File: src/rtl/seq_fixed_divider.sv
// seq_fixed_divider
//   Iterative signed fixed-point divider computing Q = (A << IN_SHIFT) / B.
//   It is a restoring divider that produces one quotient bit per clock and
//   truncates toward zero. Operands enter through a valid/ready handshake.
//   The result is held until the output handshake completes.
//
// Optional feature macro: SATURATE_EN
//   Defined   : adds port ovf, and Q clamps to the signed BITS range.
//   Undefined : Q is the low BITS bits of the signed quotient (wrap-around).
//
// Ports
//   clk        clock, all state on rising edge
//   rst        asynchronous active-high reset
//   in_valid   operand pair A/B valid
//   in_ready   divider idle, can accept operands
//   A, B       signed dividend / divisor (BITS wide)
//   out_valid  Q/div_zero valid and held
//   out_ready  consumer accepts result
//   Q          signed quotient (BITS wide)
//   div_zero   result came from B == 0
//   ovf        (SATURATE_EN only) quotient was clamped
module seq_fixed_divider #(
    parameter int BITS     = 8,
    parameter int IN_SHIFT = 0
) (
    input  logic            clk,
    input  logic            rst,
    input  logic            in_valid,
    output logic            in_ready,
    input  logic [BITS-1:0] A,
    input  logic [BITS-1:0] B,
    output logic            out_valid,
    input  logic            out_ready,
    output logic [BITS-1:0] Q,
`ifdef SATURATE_EN
    output logic            ovf,
`endif
    output logic            div_zero
);

    localparam int N  = BITS + IN_SHIFT;
    localparam int CW = $clog2(N);

    localparam logic [BITS-1:0] MAX_Q = {1'b0, {(BITS-1){1'b1}}};
    localparam logic [BITS-1:0] MIN_Q = {1'b1, {(BITS-1){1'b0}}};

`ifdef SATURATE_EN
    // Largest quotient magnitudes that still fit for each sign.
    localparam logic [N-1:0] POS_LIM = {{(IN_SHIFT+1){1'b0}}, {(BITS-1){1'b1}}};
    localparam logic [N-1:0] NEG_LIM = POS_LIM + N'(1);
`endif

    typedef enum logic [1:0] {
        IDLE,
        CALC,
        DONE
    } state_t;

    state_t          state_q;
    logic [CW-1:0]   cnt_q;
    logic            neg_q;
    logic [N:0]      dvd_q;
    logic [BITS:0]   bmag_q;
    logic [BITS:0]   rem_q;
    logic [N-1:0]    quot_q;
    logic            in_ready_q;
    logic            out_valid_q;
    logic [BITS-1:0] q_q;
    logic            div_zero_q;
    logic            ovf_q;

    // Operand conditioning
    logic [BITS:0]   a_ext;
    logic [BITS:0]   b_ext;
    logic [BITS:0]   amag;
    logic [BITS:0]   bmag;
    logic [N:0]      dvd_init;

    // One restoring step
    logic [BITS:0]   rem_shift;
    logic            rem_ge;
    logic [BITS:0]   rem_d;
    logic [N-1:0]    quot_d;
    logic [N:0]      dvd_d;

    // Signed result formatting
    logic [BITS-1:0] mag_lo;
    logic [BITS-1:0] res_q;
    logic            res_ovf;

    always_comb begin
        a_ext    = {A[BITS-1], A};
        b_ext    = {B[BITS-1], B};
        amag     = A[BITS-1] ? -a_ext : a_ext;
        bmag     = B[BITS-1] ? -b_ext : b_ext;
        dvd_init = (N+1)'(amag) << IN_SHIFT;
    end

    // Whole-vector shifts are used so every stored bit is consumed.
    // The bits shifted out are always zero because the remainder stays below
    // |B| and the top dividend bit never holds data.
    always_comb begin
        rem_shift = (rem_q << 1) | {{BITS{1'b0}}, dvd_q[N-1]};
        rem_ge    = (rem_shift >= bmag_q);
        rem_d     = rem_ge ? (rem_shift - bmag_q) : rem_shift;
        quot_d    = (quot_q << 1) | {{(N-1){1'b0}}, rem_ge};
        dvd_d     = dvd_q << 1;
    end

    // The low BITS bits of the negated magnitude equal the wrapped signed quotient.
    always_comb begin
        mag_lo  = quot_d[BITS-1:0];
        res_q   = neg_q ? -mag_lo : mag_lo;
        res_ovf = 1'b0;
`ifdef SATURATE_EN
        if (neg_q && (quot_d > NEG_LIM)) begin
            res_q   = MIN_Q;
            res_ovf = 1'b1;
        end else if (!neg_q && (quot_d > POS_LIM)) begin
            res_q   = MAX_Q;
            res_ovf = 1'b1;
        end
`endif
    end

    always_ff @(posedge clk or posedge rst) begin
        if (rst) begin
            state_q     <= IDLE;
            cnt_q       <= '0;
            neg_q       <= 1'b0;
            dvd_q       <= '0;
            bmag_q      <= '0;
            rem_q       <= '0;
            quot_q      <= '0;
            in_ready_q  <= 1'b1;
            out_valid_q <= 1'b0;
            q_q         <= '0;
            div_zero_q  <= 1'b0;
            ovf_q       <= 1'b0;
        end else begin
            case (state_q)
                IDLE: begin
                    if (in_valid) begin
                        neg_q      <= A[BITS-1] ^ B[BITS-1];
                        dvd_q      <= dvd_init;
                        bmag_q     <= bmag;
                        rem_q      <= '0;
                        quot_q     <= '0;
                        in_ready_q <= 1'b0;
                        if (B == '0) begin
                            state_q     <= DONE;
                            out_valid_q <= 1'b1;
                            div_zero_q  <= 1'b1;
                            ovf_q       <= 1'b0;
                            q_q         <= A[BITS-1] ? MIN_Q : MAX_Q;
                        end else begin
                            state_q <= CALC;
                            cnt_q   <= CW'(N-1);
                        end
                    end
                end
                CALC: begin
                    rem_q  <= rem_d;
                    quot_q <= quot_d;
                    dvd_q  <= dvd_d;
                    if (cnt_q == '0) begin
                        state_q     <= DONE;
                        out_valid_q <= 1'b1;
                        q_q         <= res_q;
                        ovf_q       <= res_ovf;
                    end else begin
                        cnt_q <= cnt_q - CW'(1);
                    end
                end
                DONE: begin
                    if (out_ready) begin
                        state_q     <= IDLE;
                        out_valid_q <= 1'b0;
                        div_zero_q  <= 1'b0;
                        ovf_q       <= 1'b0;
                        in_ready_q  <= 1'b1;
                    end
                end
                default: state_q <= IDLE;
            endcase
        end
    end

    assign in_ready  = in_ready_q;
    assign out_valid = out_valid_q;
    assign Q         = q_q;
    assign div_zero  = div_zero_q;
`ifdef SATURATE_EN
    assign ovf       = ovf_q;
`else
    // ovf_q is reset and cleared but has no port in this build.
    logic unused_ovf;
    assign unused_ovf = ovf_q;
`endif

endmodule

File: config.mk
export PLATFORM = sky130hd
export DESIGN_NAME = seq_fixed_divider
export DESIGN_NICKNAME = d
export VERILOG_FILES = /design/src/rtl/seq_fixed_divider.sv
export SDC_FILE = /design/constraint.sdc
export NUM_CORES = 1
export LEC_CHECK = 0
export BUFFER_PORTS_ARGS = -buffer_cell sky130_fd_sc_hd__buf_2
export CAP_MARGIN = 10
export CORE_ASPECT_RATIO = 1.75
export CORE_MARGIN = 4
export CORE_UTILIZATION = 40
export CTS_CLUSTER_DIAMETER = 150
export DETAILED_ROUTE_END_ITERATION = 16
export HOLD_SLACK_MARGIN = 0.02
export PLACE_DENSITY = 0.62
export SETUP_SLACK_MARGIN = 0.5
export SLEW_MARGIN = 25
export SYNTH_ARGS = -nofsm -noshare
export SYNTH_HDL_FRONTEND = slang
export SYNTH_SLANG_ARGS = --single-unit
export TNS_END_PERCENT = 30
File: constraint.sdc
create_clock -name clk -period 6 [get_ports clk]
set_clock_uncertainty 0.2 [all_clocks]
set_input_delay 0.3 -clock clk [delete_from_list [all_inputs] [get_ports clk]]
set_output_delay 0.3 -clock clk [all_outputs]
set_load 0.01 [all_outputs]
==> metrics.md, run 1 <==
| Metric | Value |
|---|---|
| Mapped Area | `3080 µm²` |
| Dpl ws | `2.89 ns` |
| Post-synthesis async set-or-reset flop share | `100%` |
| CORE AREA | `7510 µm²` |
| CTS Buffer Depth | `2` |
| Synth Area in Compound Gates | `18.8%` |
| Crit path DAT | `3.09 ns` |
| GRT Total Usage | `15.8%` |
| Power per cell area | `560 nW/µm²` |
| Largest family of logic cells by synthesized area | `compound AO/OA/AOI/OAI gates` |
| Synth Net Count | `390` |
| CTS clock-pin slew for the worst setup and hold paths | `0.07 ns` |
| Worst path required time | `5.98 ns` |
| Synth area leaders | `dfrtp_1, ha_1, nand2_1` |
| Leak pwr | `1.63 nW` |
| Commonest cells after routing, fill and taps aside | `dfrtp_1, nand2_1, inv_1, o21ai_0, buf_2` |
| RSZ-0062 raised after global routing | `false` |
| Area Overhead vs Synth | `12.0%` |
| Adder-Cell Fraction of Synth Area | `7.56%` |
| Final Hold Vio Count | `0` |
| VDD IR max | `0.203 mV` |
| Filler Cell Count | `754` |
| Synth unique cells | `49` |
| XOR/XNOR share of the synthesized area | `5.12%` |
| CTS tree | `yes` |
| Max Clock Freq | `321 MHz` |
| Fin Hold WS | `0.107 ns` |
| Setup Crit Path Kind | `register to register` |
| Final worst slack | `2.88 ns` |
| Most common cell after layout, fill and taps aside | `dfrtp_1` |
| Yosys top cell by area | `dfrtp_1` |
| CP max stage cell | `a211oi_4` |
| Critical path launch point type | `register` |
| EDFF count, synth | `0` |
| Clock sinks | `49` |
| Max-slew violations | `0` |
| CTS root buffer | `clkbuf_16` |
| Worst Tran Pin Value | `0.823 ns` |
| Syn Inst Count | `352` |
| Status | `complete, no violations` |
| Post-DRT Antenna Nets | `0` |
| Seq/Total Area, Yosys | `39.9%` |
| Setup repair bufs after CTS | `0` |
| Flip-flop and latch count after synthesis | `49` |
| Cell Chain, Critical Path | `inv_1, ha_1, a21oi_1, a21oi_1, a211oi_4, ha_1, a21oi_1, xnor2_1, a21oi_1, mux2_2` |
| Final Setup Violations | `0` |
| Post-Syn Area per Cell | `8.75 µm²` |
| Max_slew headroom | `45.0%` |
| Initial DRC Count | `115` |
| Fin Setup TNS | `0 ns` |
| # diodes | `0` |
| Pin count of the biggest net entering global routing | `50` |
| Initial antenna violation count | `0` |
| Drt via density | `5.38` |
| Starting Density | `41.0%` |
| Final Wtd Congestion | `0.878` |
| Die width | `74.3 µm` |
| Origin of the critical flop-to-flop path | `bmag_q[4]` |
| Ys Warns | `0` |
| Routed vias | `2,501` |
| Non-Filler Instances | `465` |
| Share of cells above drive strength 1 | `15.1%` |
| DR pass1 iterations | `4` |
| Top-area cell type share of the netlist area | `39.0%` |
| Row count | `42` |
| PortBufs | `30` |
| Dpl hpwl | `4820 µm` |
| I/O Pins | `31` |
| Crit-path most repeated cell | `a21oi_1` |
| Total grt overflow | `0` |
| Wire per inst | `14.2 µm` |
| Max cap viols | `0` |
| Vias in the first global route | `2,568` |
| Routed WL | `6590 µm` |
| H-tree Lvls | `2` |
| Skew-Pair Late Insertion Delay | `0.29 ns` |
| Period minus WS final | `3.12 ns` |
| CP max FO | `19` |
| # DRC | `0` |
| Min-delay worst type | `primary input to register` |
| CP startpoint | `bmag_q[4]` |
| Number of CTS-inserted buffers | `5` |
| Mux cell area share after synthesis | `5.77%` |
| First-pass GRT wire length | `11,400 µm` |
| Tcrit/Tclk final | `51.9%` |
| Synth Flop Type | `dfrtp_1` |
| Post-synthesis simple-gate area fraction | `16.3%` |
| Post-layout nets | `414` |
| Die height | `124 µm` |
| Die Area | `9220 µm²` |
| CP Capture Type | `register` |
| Peak per-stage delay on the critical path | `0.72 ns` |
| Placed Instances | `456` |
| Critical hold path startpoint | `out_ready` |
routing by layer:
metal  vias to the layer above  track usage [%]  wire (µm)
met2                        42             29.4       3510
li1                       1252                -          -
met3                        12             2.42        204
met1                      1195             17.0       2680
met5                         -                0          0
met4                         0             7.35        187
state kept, by name, indices dropped and copies added (netlist names):
name	flops
in_ready	1
neg_q	1
quot_q	7
out_valid	1
Q	8
bmag_q	9
dvd_q	8
rem_q	8
state_q	2
cnt_q	3
div_zero	1
final cells by class:
cell class                      count  area, µm²  area share (%)
Clock buffer                        7        153            4.43
Clock inverter                      1       5.00           0.145
Inverter                           32        123            3.55
Multi-Input combinational cell    254       1650            47.8
Sequential cell                    49       1230            35.6
Tap cell                           88        110            3.19
Timing Repair Buffer               34        183            5.30
cell usage after synthesis (2+ instances only):
cell type	number
ha_1	17
nand2_1	47
a22o_1	2
nand3b_1	3
dfrtp_1	48
o211ai_1	2
xnor2_1	9
mux2i_1	11
o21a_1	2
nor3_1	5
nand3_1	10
nand2b_1	3
o31ai_1	6
nor2_1	23
a32oi_1	2
clkbuf_1	11
xor2_1	9
a31oi_1	3
buf_2	3
mux2_2	6
a21oi_1	29
or3_1	2
o22ai_1	6
nor2b_1	4
nor4_1	2
a21o_1	2
o21ai_0	30
buf_6	2
inv_1	31
and3_1	3
report_power, final:
group	internal, mW	switching (mW)
Sequential	0.459	0.0763
Combinational	0.456	0.641
Clock	0.177	0.122
repair_timing:
item | 4_1_cts | 5_1_grt
resized for setup | 0 | 0
endpoints found under the setup margin | 0 | 0
hold buffers | 1 | 0
hold endpoints to repair | 48 | 0
logic make-up after synthesis:
kind of cell,count (synthesis)
AOI/OAI and AO/OA,94
xor gates and xnor gates,18
adders and majority gates,18
buffers and inverters,49
DFF,49
muxes,17
and+or+nand+nor,107
through the flow:
| stage | utilization, % | power, mW | cell area [µm²] |
|---|---|---|---|
| floorplan | - | 1.41 | 3080 |
| global placement | 43.6 | 1.62 | 3280 |
| detailed placement | 43.7 | 1.65 | 3280 |
| CTS | 45.9 | 1.96 | 3450 |
| global route | 45.9 | 2.13 | 3450 |
| finish | 45.9 | 1.93 | 3450 |
worst paths after layout:
check	endpoint	slack [ns]	cells past startpoint
min in group asynchronous	cnt_q[2]	0.44	3
max in group asynchronous	Q[6]	4.74	3
worst min register to register	bmag_q[7]	0.28	2
worst min-delay path	in_ready	0.11	3
worst max-delay path	Q[6]	2.88	10
worst max register to register	Q[6]	2.88	10
worst max-delay path, delay by kind of cell, from the launching register on:
family / cells / cell delay, ns
buf+inv: 1 / 0.06
compound gates: 5 / 1.27
mux: 1 / 0.28
fa+ha+maj: 2 / 0.67
xor+xnor: 1 / 0.16
flops: 1 / 0.36
Note: power is estimated with default switching activity, not from simulation.
==> run 2: changes to the inputs <==
Settings changed: ABC_AREA set to 1, PLACE_DENSITY 0.62 to 0.64.
Clock period 6 ns to 2.5 ns, I/O delays scaled along.
==> metrics.md, run 2 <==
| Metric | Value |
|---|---|
| Status | `complete, no violations (unchanged)` |
| I/O Pins | `31 (unchanged)` |
| Non-Filler Instances | `549 (was 465)` |
| Post-DRT Antenna Nets | `0 (unchanged)` |
| Flip-flop and latch count after synthesis | `49 (unchanged)` |
| Synth Flop Type | `dfrtp_1 (unchanged)` |
| Initial DRC Count | `77 (was 115)` |
| Tcrit/Tclk final | `94.2% (was 51.9%)` |
| Final Wtd Congestion | `0.871 (was 0.878)` |
| Psw | `2.42 mW (was 0.840 mW)` |
| Placed Instances | `505 (was 456)` |
| Total grt overflow | `0 (unchanged)` |
| Drt via density | `5.13 (was 5.38)` |
| Post-layout nets | `500 (was 414)` |
| Starting Density | `41.6% (was 41.0%)` |
| Syn Inst Count | `392 (was 352)` |
| Switch share | `44.6% (was 43.5%)` |
| Final worst slack | `0.144 ns (was 2.88 ns)` |
| Dpl cell area | `3360 µm² (was 3280 µm²)` |
| Reg power frac | `25.3% (was 27.7%)` |
| Cell with the most instances after synthesis | `nand2_1 (was dfrtp_1)` |
| Row count | `41 (was 42)` |
| RSZ-0062 raised after global routing | `true (was false)` |
| Most common cell after layout, fill and taps aside | `nand2_1 (was dfrtp_1)` |
| P_int | `3.01 mW (was 1.09 mW)` |
| Share of cells above drive strength 1 | `28.1% (was 15.1%)` |
| Max reg flops | `9 (unchanged)` |
| GRT Total Usage | `18.6% (was 15.8%)` |
| Crit path DAT | `2.34 ns (was 3.09 ns)` |
| Gate power share | `62.6% (was 56.8%)` |
| Max_slew headroom | `58.4% (was 45.0%)` |
| Commonest cells post-synth | `nand2_1, inv_1, dfrtp_1 (was dfrtp_1, nand2_1, inv_1)` |
| Worst path required time | `2.48 ns (was 5.98 ns)` |
| Die width | `73.8 µm (was 74.3 µm)` |
| Fin Setup TNS | `0 ns (unchanged)` |
| Wire per inst | `14.3 µm (was 14.2 µm)` |
| Mapped Area | `3030 µm² (was 3080 µm²)` |
| Post-synthesis async set-or-reset flop share | `100% (unchanged)` |
| Synth Net Count | `430 (was 390)` |
| CTS clock-pin slew for the worst setup and hold paths | `0.06 ns (was 0.07 ns)` |
| Routed WL | `7870 µm (was 6590 µm)` |
| Skew-Pair Late Insertion Delay | `0.29 ns (about the same)` |
| Initial antenna violation count | `0 (unchanged)` |
| Die height | `123 µm (was 124 µm)` |
| Biggest register | `bmag_q (unchanged)` |
| Yosys top cell by area | `dfrtp_1 (unchanged)` |
| Seq/Total Area, Yosys | `40.5% (was 39.9%)` |
| Pin count of the biggest net entering global routing | `50 (unchanged)` |
| Vias in the first global route | `2,853 (was 2,568)` |
| Max-slew violations | `0 (unchanged)` |
| First-pass GRT wire length | `13,000 µm (was 11,400 µm)` |
| Number of CTS-inserted buffers | `5 (unchanged)` |
| H-tree Lvls | `2 (unchanged)` |
| Clock sinks | `49 (unchanged)` |
| CTS Buffer Depth | `2 (unchanged)` |
| Leak pwr | `1.94 nW (was 1.63 nW)` |
| Dpl hpwl | `5470 µm (was 4820 µm)` |
| Dpl ws | `0.0483 ns (was 2.89 ns)` |
| # diodes | `0 (unchanged)` |
| EDFF count, synth | `0 (unchanged)` |
| Area Overhead vs Synth | `33.5% (was 12.0%)` |
| Design area | `4050 µm² (was 3450 µm²)` |
| PortBufs | `30 (unchanged)` |
| Power share of the clock group | `12.1% (was 15.5%)` |
| Min-delay worst type | `primary input to register (unchanged)` |
| Final Setup Violations | `0 (unchanged)` |
| CTS root buffer | `clkbuf_16 (unchanged)` |
| Design Power | `5.44 mW (was 1.93 mW)` |
| Critical path launch point type | `register (unchanged)` |
| CP Capture Type | `register (unchanged)` |
| Post-Syn Area per Cell | `7.73 µm² (was 8.75 µm²)` |
| Worst Tran Pin Value | `0.625 ns (was 0.823 ns)` |
| Synth area leaders | `dfrtp_1, nand2_1, o21ai_0 (was dfrtp_1, ha_1, nand2_1)` |
| Routed vias | `2,818 (was 2,501)` |
| Ys Warns | `0 (unchanged)` |
| CORE AREA | `7280 µm² (was 7510 µm²)` |
| Setup Crit Path Kind | `register to register (unchanged)` |
| # DRC | `0 (unchanged)` |
| CP max FO | `5 (was 19)` |
| Max Clock Freq | `425 MHz (was 321 MHz)` |
| Period minus WS final | `2.36 ns (was 3.12 ns)` |
| Top-area cell type share of the netlist area | `39.6% (was 39.0%)` |
| Final Hold Vio Count | `0 (unchanged)` |
| Max cap viols | `0 (unchanged)` |
| CTS tree | `yes (unchanged)` |
| Power per cell area | `1340 nW/µm² (was 560 nW/µm²)` |
| Synth unique cells | `41 (was 49)` |
| VDD IR max | `0.541 mV (was 0.203 mV)` |
| DR pass1 iterations | `4 (unchanged)` |
| Commonest cells after routing, fill and taps aside | `nand2_1, dfrtp_1, inv_1 (was dfrtp_1, nand2_1, inv_1, o21ai_0, buf_2)` |
| Die Area | `9090 µm² (was 9220 µm²)` |
-- run 2: cell types whose count changed in the layout (fill, tap and decap cells not counted), sizes merged, moves of 5 or more --
cell / before / now
nand3: 10 / 17
buf: 33 / 58
mux2: 6 / 0
nor2: 23 / 32
dlygate4sd3: 1 / 15
mux2i: 11 / 0
xnor2: 9 / 4
inv: 32 / 58
a21oi: 29 / 24
nand2: 47 / 91
o21ai: 30 / 44
-- run 2: layout make-up --
type | count | area [µm²]
tap | 86 | 108
sequential | 49 | 1230
clock inverter | 2 | 10.0
inverter | 59 | 234
clock buffer | 6 | 129
fill | 668 | 3240
multi-input combinational | 274 | 1800
timing repair buffer | 73 | 538
-- run 2: per-layer routing --
metal / part of all wire, % / track usage, % / up-vias
met3: 2.3 / 3.09 / 24
met2: 55 / 32.7 / 45
li1: - / - / 1415
met4: 4.7 / 11.6 / 0
met5: 0 / 0 / -
met1: 38 / 20.0 / 1334
-- run 2: final timing paths --
| check | endpoint | cells after the start | start | slack [ns] |
|---|---|---|---|---|
| max | Q[4] | 14 | rem_q[2] | 0.14 |
| min | dvd_q[0] | 3 | in_valid | 0.02 |
| min in group asynchronous | bmag_q[7] | 4 | rst | 0.35 |
| max in group asynchronous | rem_q[4] | 4 | rst | 1.28 |
| min reg2reg | dvd_q[0] | 2 | dvd_q[0] | 0.28 |
| max reg2reg | Q[4] | 14 | rem_q[2] | 0.14 |
-- run 2: repair_timing --
action | 4_1_cts | 5_1_grt
endpoints found under the hold margin | 60 | 1
gates resized for setup | 27 | 34
setup buffers | 10 | 11
pin swaps | 8 | 19
endpoints found under the setup margin | 31 | 27
hold buffers | 15 | 1
-- run 2: critical path, cell delays in order, from the launching register on --
cell and delay [ns]:
dfrtp_1 0.44, ha_4 0.32, nand4_1 0.14, nor2_2 0.18, nor2_4 0.06, nand2_4 0.06
inv_2 0.04, ha_4 0.16, inv_4 0.06, nor3_4 0.03, or2_4 0.23, o21ai_1 0.11
a21oi_1 0.05, o21ai_1 0.11, nand2_1 0.05
-- run 2: stage by stage --
stage	util, %	hold WS (ns)
floorplan	-	0.0966
global placement	46.1	0.131
detailed placement	46.1	0.128
CTS	52.5	0.0565
global route	55.6	0.0397
finish	55.6	0.0224
-- run 2: cell families after synthesis --
group	synth area share, %
fa+ha+maj	7.68
simple gates	21.8
flops	40.5
xor+xnor	4.04
compound gates	16.8
buf+inv	9.16
-- run 2: power by group through the flow --
| stage | Sequential, mW | Clock (mW) | Combinational [mW] |
|---|---|---|---|
| 2_1_floorplan | 1.34 | 0 | 1.98 |
| 3_3_place_gp | 1.35 | 0 | 2.62 |
| 3_5_place_dp | 1.36 | 0 | 2.66 |
| 4_1_cts | 1.36 | 0.678 | 3.02 |
| 5_1_grt | 1.42 | 0.704 | 3.81 |
| 6_report | 1.38 | 0.656 | 3.40 |
==> run 3: changes to the inputs <==
Settings changed: CELL_PAD_IN_SITES_DETAIL_PLACEMENT set to 2, CELL_PAD_IN_SITES_GLOBAL_PLACEMENT set to 2, CORE_UTILIZATION 40 to 31, PLACE_DENSITY 0.64 to 0.79.
==> metrics.md, run 3 (synthesis gave the netlist of run 2 again) <==
| Metric | Value |
|---|---|
| Status | `complete, but fails checks (was complete, no violations)` |
| Failing checks | `hold timing, setup timing` |
| Final Wtd Congestion | `0.815 (was 0.871)` |
| Final Hold Vio Count | `1 (was 0)` |
| Max reg flops | `9 (unchanged)` |
| Crit path DAT | `2.64 ns (was 2.34 ns)` |
| Post-layout nets | `507 (was 500)` |
| Vias in the first global route | `3,446 (was 2,853)` |
| Critical hold path startpoint | `B[0] (was in_valid)` |
| Number of CTS-inserted buffers | `5 (unchanged)` |
| Final Setup Violations | `2 (was 0)` |
| Power per cell area | `1540 nW/µm² (was 1340 nW/µm²)` |
| Routed WL | `12,700 µm (was 7870 µm)` |
| Max cap viols | `0 (unchanged)` |
| Clock sinks | `49 (unchanged)` |
| Core Util, Final | `44.9% (was 55.6%)` |
| Max-slew violations | `0 (unchanged)` |
| R2R setup slack | `-0.15 ns (was 0.14 ns)` |
| R2R depth | `17 (was 14)` |
| Dpl cell area | `3420 µm² (was 3360 µm²)` |
| Period minus WS final | `2.65 ns (was 2.36 ns)` |
| RR Endpoint | `Q[6] (was Q[4])` |
| Die Area | `11,500 µm² (was 9090 µm²)` |
| Design area | `4280 µm² (was 4050 µm²)` |
| CTS clock-pin slew for the worst setup and hold paths | `0.07 ns (was 0.06 ns)` |
| Placed Instances | `543 (was 505)` |
| # diodes | `0 (unchanged)` |
| Filler Cell Count | `1,066 (was 668)` |
| Critical path launch point type | `register (unchanged)` |
| WHS Endpoint | `bmag_q[7] (was dvd_q[0])` |
| DR pass1 iterations | `4 (unchanged)` |
| CTS tree | `yes (unchanged)` |
| H-tree Lvls | `2 (unchanged)` |
| Max Clock Freq | `377 MHz (was 425 MHz)` |
| Pin count of the biggest net entering global routing | `50 (unchanged)` |
| Dpl hpwl | `7290 µm (was 5470 µm)` |
| Wire per inst | `21.5 µm (was 14.3 µm)` |
| GRT Total Usage | `20.6% (was 18.6%)` |
| Row count | `47 (was 41)` |
| Total grt overflow | `0 (unchanged)` |
| CP startpoint | `bmag_q[0] (was rem_q[2])` |
| Leak pwr | `1.99 nW (was 1.94 nW)` |
| CTS Buffer Depth | `2 (unchanged)` |
| PortBufs | `30 (unchanged)` |
| VDD IR max | `0.452 mV (was 0.541 mV)` |
| RSZ-0062 raised after global routing | `true (unchanged)` |
| Worst path required time | `2.49 ns (was 2.48 ns)` |
| Hold-critical path depth | `4 (was 3)` |
| Initial antenna violation count | `0 (unchanged)` |
| Tcrit/Tclk final | `106% (was 94.2%)` |
| Area Overhead vs Synth | `41.1% (was 33.5%)` |
| Biggest register | `bmag_q (unchanged)` |
| Fin Hold WS | `-0.00123 ns (was 0.0224 ns)` |
| CTS root buffer | `clkbuf_16 (unchanged)` |
| CP Capture Type | `register (unchanged)` |
| Initial DRC Count | `100 (was 77)` |
| Final worst slack | `-0.153 ns (was 0.144 ns)` |
| Die width | `82.8 µm (was 73.8 µm)` |
| Skew-Pair Late Insertion Delay | `0.30 ns (was 0.29 ns)` |
| Min-delay worst type | `primary input to register (unchanged)` |
| Fin Setup TNS | `-0.293 ns (was 0 ns)` |
| Most common cell after layout, fill and taps aside | `nand2_1 (unchanged)` |
| Routed vias | `3,087 (was 2,818)` |
| Design Power | `6.58 mW (was 5.44 mW)` |
| Post-DRT Antenna Nets | `0 (unchanged)` |
| CORE AREA | `9530 µm² (was 7280 µm²)` |
| First-pass GRT wire length | `17,900 µm (was 13,000 µm)` |
| # DRC | `0 (unchanged)` |
| CP max FO | `2 (was 5)` |
| Max_slew headroom | `56.4% (was 58.4%)` |
| Commonest cells after routing, fill and taps aside | `nand2_1, dfrtp_1, inv_1 (unchanged)` |
| I/O Pins | `31 (unchanged)` |
| Origin of the critical flop-to-flop path | `bmag_q[0] (was rem_q[2])` |
| Worst Tran Pin Value | `0.654 ns (was 0.625 ns)` |
| Die height | `139 µm (was 123 µm)` |
| Starting Density | `31.8% (was 41.6%)` |
| Drt via density | `5.21 (was 5.13)` |
| Setup Crit Path Kind | `register to register (unchanged)` |
| Non-Filler Instances | `592 (was 549)` |
| Dpl ws | `-0.0204 ns (was 0.0483 ns)` |
| Share of cells above drive strength 1 | `35.3% (was 28.1%)` |
[run 3: cell types whose count changed in the layout (fill, tap and decap cells not counted), moves of 2 or more]
| cell | previous run | this run |
|---|---|---|
| o21ai_0 | 36 | 31 |
| a21oi_1 | 20 | 13 |
| buf_4 | 23 | 26 |
| inv_1 | 43 | 38 |
| a21oi_2 | 3 | 9 |
| nor2_2 | 4 | 9 |
| nor2_1 | 26 | 19 |
| o21ai_2 | 2 | 5 |
| nor2_4 | 2 | 4 |
| inv_2 | 13 | 17 |
| ha_2 | 0 | 2 |
| nand2_2 | 8 | 15 |
| nand2_1 | 79 | 72 |
| buf_6 | 4 | 6 |
[run 3: worst max-delay path by stage]
| stage | end | slack, ns | depth (start not counted) |
|---|---|---|---|
| after global placement | Q[6] | 0.06 | 18 |
| after CTS | Q[4] | 0.04 | 16 |
| after floorplan | Q[4] | 0.09 | 17 |
| after global routing | Q[4] | -0.26 | 17 |
| final | Q[6] | -0.15 | 17 |
| after detailed placement | Q[6] | -0.02 | 18 |
[run 3: critical path, cell delays in order (launching register included)]
cell and delay (ns):
dfrtp_1 0.45, ha_4 0.31, nand2_1 0.07, nor2_2 0.11
nand2_1 0.10, nor2_2 0.17, nor2_4 0.06, nand2_4 0.07
inv_2 0.05, ha_4 0.17, inv_4 0.07, nor3_4 0.05
nand2_1 0.12, nand2_2 0.09, o21ai_2 0.17, a21oi_2 0.06
o21ai_1 0.14, nand2_1 0.07
[run 3: per-layer routing]
metal	global-route usage (%)	vias up	routed length, µm	part of all wire, %
met5	0	-	0	0
met2	39.3	45	7590	60
met1	20.9	1583	4410	35
met4	9.39	0	514	4.0
met3	2.67	27	199	1.6
li1	-	1432	-	-
[run 3: repair_timing]
item	4_1_cts	5_1_grt
pin swaps	14	40
endpoints found under the setup margin	28	36
hold endpoints to repair	59	4
cloned	0	1
hold buffers	14	4
resized for setup	33	69
setup buffers	8	17
[run 3: cell type report]
class	instances	area (µm²)	area share [%]
Clock inverter	2	35.0	0.819
Sequential cell	49	1230	28.7
Tap cell	122	153	3.57
Inverter	59	236	5.53
Timing Repair Buffer	80	623	14.6
Multi-Input combinational cell	274	1870	43.8
Clock buffer	6	129	3.01
[run 3: where the power goes]
| part | internal, mW | switching, mW |
|---|---|---|
| Sequential | 1.14 | 0.277 |
| Clock | 0.472 | 0.331 |
| Combinational | 1.85 | 2.51 |
